===== config.mk =====
export PLATFORM = sky130hd
export DESIGN_NAME = alu_seq_flat
export DESIGN_NICKNAME = d
export VERILOG_FILES = /design/src/rtl/alu_seq_if.sv /design/src/rtl/alu_seq.sv /design/src/flat_wrapper.sv
export SDC_FILE = /design/constraint.sdc
export NUM_CORES = 1
export LEC_CHECK = 0
export ABC_AREA = 1
export BUFFER_PORTS_ARGS = -buffer_cell sky130_fd_sc_hd__buf_2
export CAP_MARGIN = 20
export CORE_MARGIN = 2
export CORE_UTILIZATION = 25
export CTS_CLUSTER_DIAMETER = 100
export DETAILED_ROUTE_END_ITERATION = 8
export SYNTH_ARGS = -nofsm -noshare
export SYNTH_HDL_FRONTEND = slang
export SYNTH_SLANG_ARGS = --single-unit

===== constraint.sdc =====
create_clock -name clk -period 3.45 [get_ports clk]
set_clock_uncertainty 0.2 [all_clocks]
set_input_delay 0.1725 -clock clk [delete_from_list [all_inputs] [get_ports clk]]
set_output_delay 0.1725 -clock clk [all_outputs]
set_load 0.005 [all_outputs]

===== src/rtl/alu_seq_if.sv =====
// Operation/result handshake bundle for alu_seq: valid/ready request channel in, valid/ready result channel out.
interface alu_seq_if #(
  parameter int WIDTH = 32
);
  logic             in_valid;
  logic             in_ready;
  logic [2:0]       operation;
  logic [WIDTH-1:0] left;
  logic [WIDTH-1:0] right;
  logic             out_valid;
  logic             out_ready;
  logic [WIDTH-1:0] result;
  logic             busy;

  modport master (
    output in_valid, operation, left, right, out_ready,
    input  in_ready, out_valid, result, busy
  );

  modport slave (
    input  in_valid, operation, left, right, out_ready,
    output in_ready, out_valid, result, busy
  );
endinterface


===== src/rtl/alu_seq.sv =====
// Handshaked shift/compare/add ALU; latency 1, or 1+s for shifts unless ALU_SEQ_BARREL_EN is defined.
// Result is held in DONE until out_ready; one bubble per transaction, no accept while busy.
module alu_seq #(
  parameter int WIDTH = 32
) (
  input  logic      clk,
  input  logic      rst_n,
  alu_seq_if.slave  bus
);
  localparam int SHW = $clog2(WIDTH);

  localparam logic [2:0] OP_SRL  = 3'd0;
  localparam logic [2:0] OP_SRA  = 3'd1;
  localparam logic [2:0] OP_SLT  = 3'd2;
  localparam logic [2:0] OP_SLTU = 3'd3;
  localparam logic [2:0] OP_SLL  = 3'd4;
  localparam logic [2:0] OP_ADD  = 3'd5;
  localparam logic [2:0] OP_SUB  = 3'd6;

  typedef enum logic [1:0] {IDLE, SHIFT, DONE} state_t;

  state_t           state_q, state_d;
  logic [2:0]       op_q, op_d;
  logic [WIDTH-1:0] work_q, work_d;
  logic [SHW-1:0]   cnt_q, cnt_d;
  logic             fill_q, fill_d;

  logic [SHW-1:0]   amt;
  logic             lt_u, lt_s;
  logic             is_shift, go_shift;
  logic [WIDTH-1:0] srl_res, sra_res, sll_res;
  logic [WIDTH-1:0] acc_res;

  assign amt      = bus.right[SHW-1:0];
  assign is_shift = (bus.operation == OP_SRL) || (bus.operation == OP_SRA) ||
                    (bus.operation == OP_SLL);

  // Signed compare from the MSBs: differing signs decide directly, else unsigned order holds.
  assign lt_u = bus.left < bus.right;
  assign lt_s = (bus.left[WIDTH-1] ^ bus.right[WIDTH-1]) ? bus.left[WIDTH-1] : lt_u;

`ifdef ALU_SEQ_BARREL_EN
  assign srl_res  = bus.left >> amt;
  assign sra_res  = srl_res | (bus.left[WIDTH-1] ? ~({WIDTH{1'b1}} >> amt) : '0);
  assign sll_res  = bus.left << amt;
  assign go_shift = 1'b0;
`else
  // Only the zero-amount shift completes at accept; anything else iterates in SHIFT.
  assign srl_res  = bus.left;
  assign sra_res  = bus.left;
  assign sll_res  = bus.left;
  assign go_shift = is_shift && (amt != '0);
`endif

  always_comb begin
    acc_res = '0;
    case (bus.operation)
      OP_SRL:  acc_res = srl_res;
      OP_SRA:  acc_res = sra_res;
      OP_SLT:  acc_res = {{(WIDTH-1){1'b0}}, lt_s};
      OP_SLTU: acc_res = {{(WIDTH-1){1'b0}}, lt_u};
      OP_SLL:  acc_res = sll_res;
      OP_ADD:  acc_res = bus.left + bus.right;
      OP_SUB:  acc_res = bus.left - bus.right;
      default: acc_res = '0;
    endcase
  end

  always_comb begin
    state_d = state_q;
    op_d    = op_q;
    work_d  = work_q;
    cnt_d   = cnt_q;
    fill_d  = fill_q;
    case (state_q)
      IDLE: begin
        if (bus.in_valid) begin
          op_d   = bus.operation;
          fill_d = bus.left[WIDTH-1];
          if (go_shift) begin
            work_d  = bus.left;
            cnt_d   = amt;
            state_d = SHIFT;
          end else begin
            work_d  = acc_res;
            state_d = DONE;
          end
        end
      end
      SHIFT: begin
        case (op_q)
          OP_SRA:  work_d = {fill_q, work_q[WIDTH-1:1]};
          OP_SLL:  work_d = {work_q[WIDTH-2:0], 1'b0};
          default: work_d = {1'b0, work_q[WIDTH-1:1]};
        endcase
        cnt_d = cnt_q - SHW'(1);
        if (cnt_q == SHW'(1)) begin
          state_d = DONE;
        end
      end
      DONE: begin
        if (bus.out_ready) begin
          state_d = IDLE;
        end
      end
      default: state_d = IDLE;
    endcase
  end

  always_ff @(posedge clk or negedge rst_n) begin
    if (!rst_n) begin
      state_q <= IDLE;
      op_q    <= '0;
      work_q  <= '0;
      cnt_q   <= '0;
      fill_q  <= 1'b0;
    end else begin
      state_q <= state_d;
      op_q    <= op_d;
      work_q  <= work_d;
      cnt_q   <= cnt_d;
      fill_q  <= fill_d;
    end
  end

  assign bus.in_ready  = (state_q == IDLE);
  assign bus.out_valid = (state_q == DONE);
  assign bus.busy      = (state_q != IDLE);
  assign bus.result    = work_q;
endmodule


===== src/flat_wrapper.sv =====
// flat-port wrapper written by rule: the top's interface ports become plain ports
module alu_seq_flat 
#(
  parameter int WIDTH = 32
)
  (clk, rst_n, bus_in_valid, bus_operation, bus_left, bus_right, bus_out_ready, bus_in_ready, bus_out_valid, bus_result, bus_busy);
  alu_seq_if #(.WIDTH(WIDTH)) bus_i ();
  input  logic clk;
  input  logic rst_n;
  input wire logic [$bits(bus_i.in_valid)-1:0] bus_in_valid;
  input wire logic [$bits(bus_i.operation)-1:0] bus_operation;
  input wire logic [$bits(bus_i.left)-1:0] bus_left;
  input wire logic [$bits(bus_i.right)-1:0] bus_right;
  input wire logic [$bits(bus_i.out_ready)-1:0] bus_out_ready;
  output wire logic [$bits(bus_i.in_ready)-1:0] bus_in_ready;
  output wire logic [$bits(bus_i.out_valid)-1:0] bus_out_valid;
  output wire logic [$bits(bus_i.result)-1:0] bus_result;
  output wire logic [$bits(bus_i.busy)-1:0] bus_busy;
  assign bus_i.in_valid = bus_in_valid;
  assign bus_i.operation = bus_operation;
  assign bus_i.left = bus_left;
  assign bus_i.right = bus_right;
  assign bus_i.out_ready = bus_out_ready;
  assign bus_in_ready = bus_i.in_ready;
  assign bus_out_valid = bus_i.out_valid;
  assign bus_result = bus_i.result;
  assign bus_busy = bus_i.busy;
  alu_seq #(.WIDTH(WIDTH)) u_core (.clk(clk), .rst_n(rst_n), .bus(bus_i));
endmodule

======== Yosys cells after proc, flatten, opt, wreduce, memory -nomap -nowiden ========
Index checks and enable logic that the tools add are counted.
operators by class
  equality and inequality tests ........... 15
  order comparisons ....................... 1
  reduce and logical (&&, ||, !) cells .... 13
  add/subtract/negate cells ............... 3
  bitwise logic cells ..................... 1
  multiplexer cells ....................... 14
operators with widths
  kind                                                  number
  case mux 32 bit (5 select lines)                      1
  case mux 32 bit (2 select lines)                      2
  2-to-1 mux 32 bit                                     2
  adder 32 bit                                          1
  less-than comparator 32 bit                           1
  subtractor 32 bit                                     1
  equality test 3 bit (second input constant)           4
  2-to-1 mux 5 bit                                      2
  case mux 5 bit (2 select lines)                       1
  2-to-1 mux 2 bit                                      4
  equality test 3 x 1 -> 1 bit (second input constant)  2
  equality test 3 x 2 -> 1 bit (second input constant)  2
  case mux 2 bit (3 select lines)                       1
  AND reduction 3 bit                                   2
  equality test 5 x 1 -> 1 bit (second input constant)  1
  nonzero test 5 bit                                    1
  subtractor 5 x 1 -> 5 bit (second input constant)     1
  != test 2 x 1 -> 1 bit (second input constant)        2
  != test 2 bit (second input constant)                 2
  AND reduction 2 bit                                   2
  nonzero test 2 bit                                    2
  logical NOT 3 bit                                     1
  OR reduction 3 bit                                    1
  equality test 2 x 1 -> 1 bit (second input constant)  1
  6 further kinds                                       7
storage, ports and cells
  word-level logic and storage cells ...... 52
  register bits ........................... 43

======== Depth between registers and ports, before layout ========
Gate-level depths: netlist of run 1.
  word-level depth ........................ 7
  depth in mapped cells ................... 21
  gate-level depth less buffers ........... 20

======== Worst setup path before layout of run 1 ========
OpenSTA, ideal clock, no wires.
  path type ............................... input port to flip-flop
  start ................................... in bus_left[0]
  end ..................................... reg u_core.work_q[0], in the netlist u_core.bus.result[0]
  stages .................................. 15
  data required time ...................... 3.134 ns
  buffers on the path ..................... 0
  setup time .............................. 0.116 ns
  path slack .............................. 1.350 ns
  data arrival time ....................... 1.784 ns
  cells stage by stage .................... inv_1 ha_1 fa_1 nor2_4 nor2_2 o21ai_2 nand2_1 nand2_2 nand2_2 a21oi_2 nor2_1 o21ai_1 nand2_1 nand2_1 nand2_1
between the ends
  cells in the longest elaborated chain, start to end .. 6
  elaborated cells between the ends (all ways) .. 8
ends and longest elaborated chain
  what                                  RTL line            source
  start: declaration                    flat_wrapper.sv:12  input wire logic [$bits(bus_i.left)-1:0] bus_left;
  less-than comparator 32 bit           alu_seq.sv:39       assign lt_u = bus.left < bus.right;
  2-to-1 mux 1 bit                      alu_seq.sv:40       assign lt_s = (bus.left[WIDTH-1] ^ bus.right[WIDTH-1]) ? bus.left[WIDTH-1] : lt_u;
  case mux 32 bit (5 select lines)      alu_seq.sv:57       case (bus.operation)
  2-to-1 mux 32 bit (*)                 alu_seq.sv:80       if (go_shift) begin
  2-to-1 mux 32 bit (*)                 alu_seq.sv:77       if (bus.in_valid) begin
  case mux 32 bit (2 select lines) (*)  alu_seq.sv:75       case (state_q)
  end signal: assignment                alu_seq.sv:120      work_q <= work_d;
  end: declaration                      alu_seq.sv:24       logic [WIDTH-1:0] work_q, work_d;
Mark *: on every way between the ends. The rest lies on a longest branch, timed or not. The select of a mux whose other input is x is not followed.
A chain may end at the register's enable or synchronous reset.

======== Worst setup path in the final report of run 1 ========
  start ................................... in bus_right[28]
  end ..................................... reg u_core.work_q[31], in the netlist u_core.bus.result[31]
between the ends
  cells in the longest elaborated chain, start to end .. 5
  elaborated cells between the ends (all ways) .. 6
ends and longest elaborated chain
  what                                               RTL line                      source
  start: declaration                                 flat_wrapper.sv:13            input wire logic [$bits(bus_i.right)-1:0] bus_right;
  subtractor 32 bit or adder 32 bit (tied branches)  alu_seq.sv:64, alu_seq.sv:63
  case mux 32 bit (5 select lines) (*)               alu_seq.sv:57
  2-to-1 mux 32 bit (*)                              alu_seq.sv:80
  2-to-1 mux 32 bit (*)                              alu_seq.sv:77
  case mux 32 bit (2 select lines) (*)               alu_seq.sv:75
Marks and branches as above.

==> results of run 1 <==
[worst min-delay path, cell delays in order]
cell	delay (ps)
buf_2	110
nor2_1	90
o32ai_1	90
[power by group through the flow]
stage          sequential, mW  clock (mW)  combinational (mW)
3_3_place_gp            0.948           0                2.33
6_report                0.941       0.577                2.36
5_1_grt                 0.974       0.606                2.66
3_5_place_dp            0.947           0                2.34
4_1_cts                 0.942       0.586                2.35
2_1_floorplan           0.907           0                1.57
[registers in the layout, indices dropped and copies added, names as in the netlist]
name,cells
u_core.fill_q,1
u_core.state_q,2
u_core.bus.result,32
u_core.cnt_q,5
u_core.op_q,3
[kinds of logic (layout without fill, tap and decap cells)]
kind of cell / after synthesis / after routing / synth area share
xor gates and xnor gates: 3 / 3 / 0.00341
and+or+nand+nor: 777 / 777 / 0.418
adders and majority gates: 67 / 67 / 0.111
buffers and inverters: 319 / 397 / 0.162
DFF: 43 / 43 / 0.140
AOI/OAI and AO/OA: 227 / 227 / 0.167
[metal layers]
layer  vias to the layer above  GRT usage  part of all wire
met3                        73     0.0249             0.064
li1                       4647          -                 -
met2                       348      0.301              0.45
met1                      4167      0.244              0.45
met5                         -          0                 0
met4                         0     0.0767             0.044
[what timing repair did]
| item | in CTS | in global routing |
|---|---|---|
| hold buffers | 5 | 0 |
| resized for setup | 0 | 0 |
| endpoints found under the hold margin | 47 | 0 |
[worst paths after layout]
kind	depth (start not counted)	slack [ps]	start	to
max	14	910	bus_right[28]	u_core.bus.result[31]
min	3	10	bus_in_valid	u_core.state_q[1]
max reg2reg	7	1320	u_core.state_q[0]	u_core.cnt_q[4]
min reg2reg	2	270	u_core.fill_q	u_core.fill_q
max in group asynchronous	3	2480	rst_n	u_core.bus.result[25]
min in group asynchronous	2	80	rst_n	u_core.bus.result[11]
[cells in the mapped netlist, types with 3 or more instances]
master and count:
a21boi_1 7, a21oi_1 96, a21oi_2 7, a221oi_1 3, a31oi_1 4, buf_2 23
buf_4 5, clkbuf_1 19, dfrtp_1 43, ha_1 65, inv_1 256, inv_2 13
nand2_1 480, nand2_2 11, nand3_1 129, nand3_2 3, nand4_1 13, nor2_1 116
nor2_2 4, nor3_1 10, o211ai_1 7, o21ai_0 64, o21ai_1 14, o21bai_1 14
[layout make-up]
type	count	area [sq um]	area share
Multi-Input combinational cell	1074	5400	0.613
Sequential cell	43	1080	0.122
Inverter	271	1020	0.115
Timing Repair Buffer	118	648	0.0736
Tap cell	396	495	0.0562
Clock buffer	6	139	0.0158
Clock inverter	2	35.0	0.00398
[through the flow]
stage	utilization	cell area (sq um)	worst slack, ps	power [mW]	hold slack (ps)
3_5_place_dp	0.281	8570	705	3.29	182
5_1_grt	0.289	8810	783	4.24	42.9
4_1_cts	0.288	8790	993	3.88	13.6
6_report	0.289	8810	915	3.88	13.6
2_1_floorplan	-	7710	1350	2.47	-323
3_3_place_gp	0.281	8570	682	3.28	184
==> impl_metrics.ini, run 1 <==
[pwr]
p_int_mw = 1.89
clockPowerShare = 0.149
p_comb_frac = 0.609
peakVddDrop_uv = 216
p_leak_nw = 5.04
switchingPower_mw = 1.99
p_seq_frac = 0.242
sw_frac_of_total = 0.512
powerDensity_nw_per_um2 = 440

[layout]
mostFrequentLayoutCell = nand2_1
most-common-layout-cells = nand2_1 (480), inv_1 (256), nand3_1 (129)
final_cells = 1910
final_layout_size_suffix_gt1_frac = 0.112
nets = 1651
diodes = 0
area_delta_synth_final_pct = 14.2
fillerInstances = 3511

[worst_setup_path]
required_ps = 3440
max_stage_delay_ps = 510
crit_path_start_kind = input port
critPathSlowestCell = ha_1
crit_buf_inv = 2
cpLargestDelayFamily = compound AO/OA/AOI/OAI gates
cpMostUsedCell = nand2_1
crit_arrival_ps = 2520
crit_chain = buf_2 -> inv_1 -> ha_1 -> o21ai_0 -> a21oi_1 -> nand2_1 -> a21oi_1 -> nand3_1 -> nand3_1 -> nand3_1 -> nand2_1 -> nand2_1 -> nand2_1 -> nand2_1
path_class = input port to flip-flop
end_kind = flip-flop
critical_path.max_fanout = 9

[cts]
numCtsBuffers = 5
root_buffer = clkbuf_16
cts_sinks = 43
clk_latency_ps = 300
cts.clk_slew.worst_paths_ps = 70
cts_tree = built
htree_num_levels = 2
clockBufferDepth = 2
cts_setup_buffers = 0

[logic_synthesis]
ys_seq_elements = 43
ys_types = 43
yosysTopAreaCell = nand2_1
synth_edf_count = 0
async_reset_ff_frac = 1.00
synthTopCellsByArea = nand2_1 (23%), dfrtp_1 (14%), inv_1 (12%), ha_1 (11%), nand3_1 (8.4%)
synth_ff_type = dfrtp_1
yosys.area.top_type_share = 0.234
syn-cell-area_sq_um = 7710
synthCells = 1436
synth_fp_nets = 1574
ys_seq_area_frac = 0.140
yosysWarningCount = 0
avgSynthCellArea_sq_um = 5.37

[timing]
worstMarginPinSlew_ps = 940
period_needed_ps = 2540
slew_viol_final = 0
rsz0062_at_grt = no
finalCritPeriodShare = 0.735
tns_ps = 0
final-hold-violation-count = 0
setup_viol = 0
relSlewSlack = 0.373
max_freq_mhz = 394

[route]
drtAntennaViolNets = 0
drc = 0
routedWlPerCell_um = 16.1
totalWireLength_um = 30700
drt-vias-per-instance = 4.84
dr_total_vias = 9235
drtPass1Iterations = 7
detail_route.iter0.violations = 842

[floorplan]
num_io_pins = 106
start_util = 0.253
core_sq_um = 30500
chipWidth_um = 180
dieArea_sq_um = 32300
num_rows = 64
die_h_um = 180

[grt]
grt_pass1_wl_um = 47400
grt_antenna_before_repair = 0
gr-usage-all-layers = 0.184
grt_pass1_vias = 8639
grt_max_degree = 44
overflow = 0

[place]
dp_hpwl_um = 25600
portBuffers = 105
place.gp.congestion = 0.946
dp.cells = 1896

[run]
maxCapViolations = 0

[min_path]
hold_class = input port to flip-flop

[status]
outcome = completed
Note: power is estimated with default switching activity, not from simulation.
==> run 2, diff against run 1 <==
- clock period: 3.45 -> 2.2 ns (I/O delays scaled with it)
==> run 2 against run 1 <==
Final cell count increased by 9.7%. Sequential power is 58% higher. Worst hold slack got worse by 13 ps. Register-to-register slack got worse by 1200 ps. Via count up 7.9%. Critical endpoint is now u_core.bus.result[30]. Worst setup slack lost 800 ps. Clock power up 27%. Largest cell class unchanged. Critical path type unchanged. Wire length is 5.6% higher. Cell area grew 18%. Flip-flop and latch count stayed put. Power is 68% higher. Sequential share of layout area shrank 1.9 points.
==> impl_metrics.ini, run 2 (synthesis gave the netlist of run 1 again) <==
[floorplan]
num_rows = 64
num_io_pins = 106
die_h_um = 180
start_util = 0.253
core_sq_um = 30500
dieArea_sq_um = 32300
chipWidth_um = 180

[pwr]
powerDensity_nw_per_um2 = 624
peakVddDrop_uv = 387
finalPower_mw = 6.51
p_leak_nw = 5.95

[cts]
clk_latency_ps = 280
cts_sinks = 43
numCtsBuffers = 5
htree_num_levels = 2
cts_tree = built
clockBufferDepth = 2
root_buffer = clkbuf_16
cts.clk_slew.worst_paths_ps = 60

[worst_setup_path]
reg2reg_from = u_core.op_q[2]
crit_path_start_kind = input port
rrSetupSlack_ps = 170
path_class = input port to flip-flop
crit_arrival_ps = 2100
critical_path.max_fanout = 3
worst-r2r-cell-count = 6
end_kind = flip-flop
required_ps = 2210
rr_endpoint = u_core.bus.result[6]

[run]
maxCapViolations = 0

[route]
drt-vias-per-instance = 4.75
drtAntennaViolNets = 0
routedWlPerCell_um = 15.5
drtPass1Iterations = 8
drc = 0
detail_route.iter0.violations = 804
dr_total_vias = 9963
totalWireLength_um = 32400

[layout]
final_layout_size_suffix_gt1_frac = 0.238
fin_area_sq_um = 10400
area_delta_synth_final_pct = 35.3
mostFrequentLayoutCell = nand2_1
most-common-layout-cells = nand2_1 (476), inv_1 (255), buf_4 (189)
diodes = 0
largest_reg_flops = 32
final_util = 0.342
nets = 1837

[place]
dp_slack_ps = -364
place_area_sq_um = 9980
portBuffers = 105
dp_hpwl_um = 27300
place.gp.congestion = 0.991

[timing]
relSlewSlack = 0.378
max_freq_mhz = 479
slew_viol_final = 0
worstMarginPinSlew_ps = 932
finalCritPeriodShare = 0.949
fin_ws_ps = 112
period_needed_ps = 2090
final-hold-violation-count = 0
tns_ps = 0
setup_viol = 0
rsz0062_at_grt = yes

[min_path]
hold_class = input port to flip-flop
worstHoldStart = bus_operation[1]
holdPathStages = 3
whs_endpoint = u_core.op_q[1]

[grt]
grt_max_degree = 44
grt_antenna_before_repair = 0
grt_pass1_vias = 9686
gr-usage-all-layers = 0.196
overflow = 0
grt_pass1_wl_um = 51000

[status]
outcome = completed
-- run 2: critical path, cell delays in order --
cell and delay, ps:
buf_2 110, inv_2 60, ha_4 160, fa_2 420, nor2_4 110, nor2_2 60
o21ai_2 160, nand2_1 140, nand2_2 150, nand2_1 90, nand3_1 90, nand3_1 70
nand3_1 140, nand2_1 90, a21oi_1 130
-- run 2: worst max-delay path by stage --
stage	start	slack [ps]	depth (start not counted)	endpoint
after floorplan	bus_left[0]	160	15	u_core.bus.result[0]
after global placement	bus_left[0]	-350	16	u_core.bus.result[30]
after detailed placement	bus_left[0]	-360	16	u_core.bus.result[30]
after CTS	bus_left[0]	2	16	u_core.bus.result[0]
after global routing	u_core.op_q[2]	-70	6	u_core.bus.result[6]
final	bus_left[0]	110	15	u_core.bus.result[30]
-- run 2: final cells by class --
type                            count  area [sq um]
Tap cell                          396           495
Multi-Input combinational cell   1074          5630
Inverter                          271          1020
Clock buffer                        7           133
Clock inverter                      1          5.00
Sequential cell                    43          1080
Timing Repair Buffer              304          2080
Fill cell                        3448         20100
-- run 2: metrics by stage --
| step | hold WS [ps] | std cells |
|---|---|---|
| after floorplan | -386 | 1436 |
| after global placement | 38.4 | 2079 |
| after detailed placement | 42.6 | 2079 |
| after CTS | 35.8 | 2094 |
| after global routing | 32.0 | 2096 |
| final | 0.125 | 2096 |
-- run 2: where the power goes --
part | switching [mW] | internal (mW) | leakage [nW] | total [mW]
Sequential | 0.323 | 1.17 | 0.525 | 1.49
Combinational | 2.61 | 1.69 | 5.36 | 4.29
Clock | 0.310 | 0.420 | 0.0679 | 0.730
-- run 2: metal layers --
metal,GRT usage,vias up,share of wire
met5,0,-,0
li1,-,5022,-
met1,0.253,4547,0.44
met4,0.0615,0,0.035
met2,0.341,332,0.47
met3,0.0221,62,0.056
-- run 2: timing repair --
item | CTS | global route
hold buffers | 7 | 0
resized for setup | 1 | 69
buffers inserted | 0 | 3
endpoints found under the hold margin | 48 | 0
setup endpoints to repair | 1 | 21
pin swaps | 0 | 10
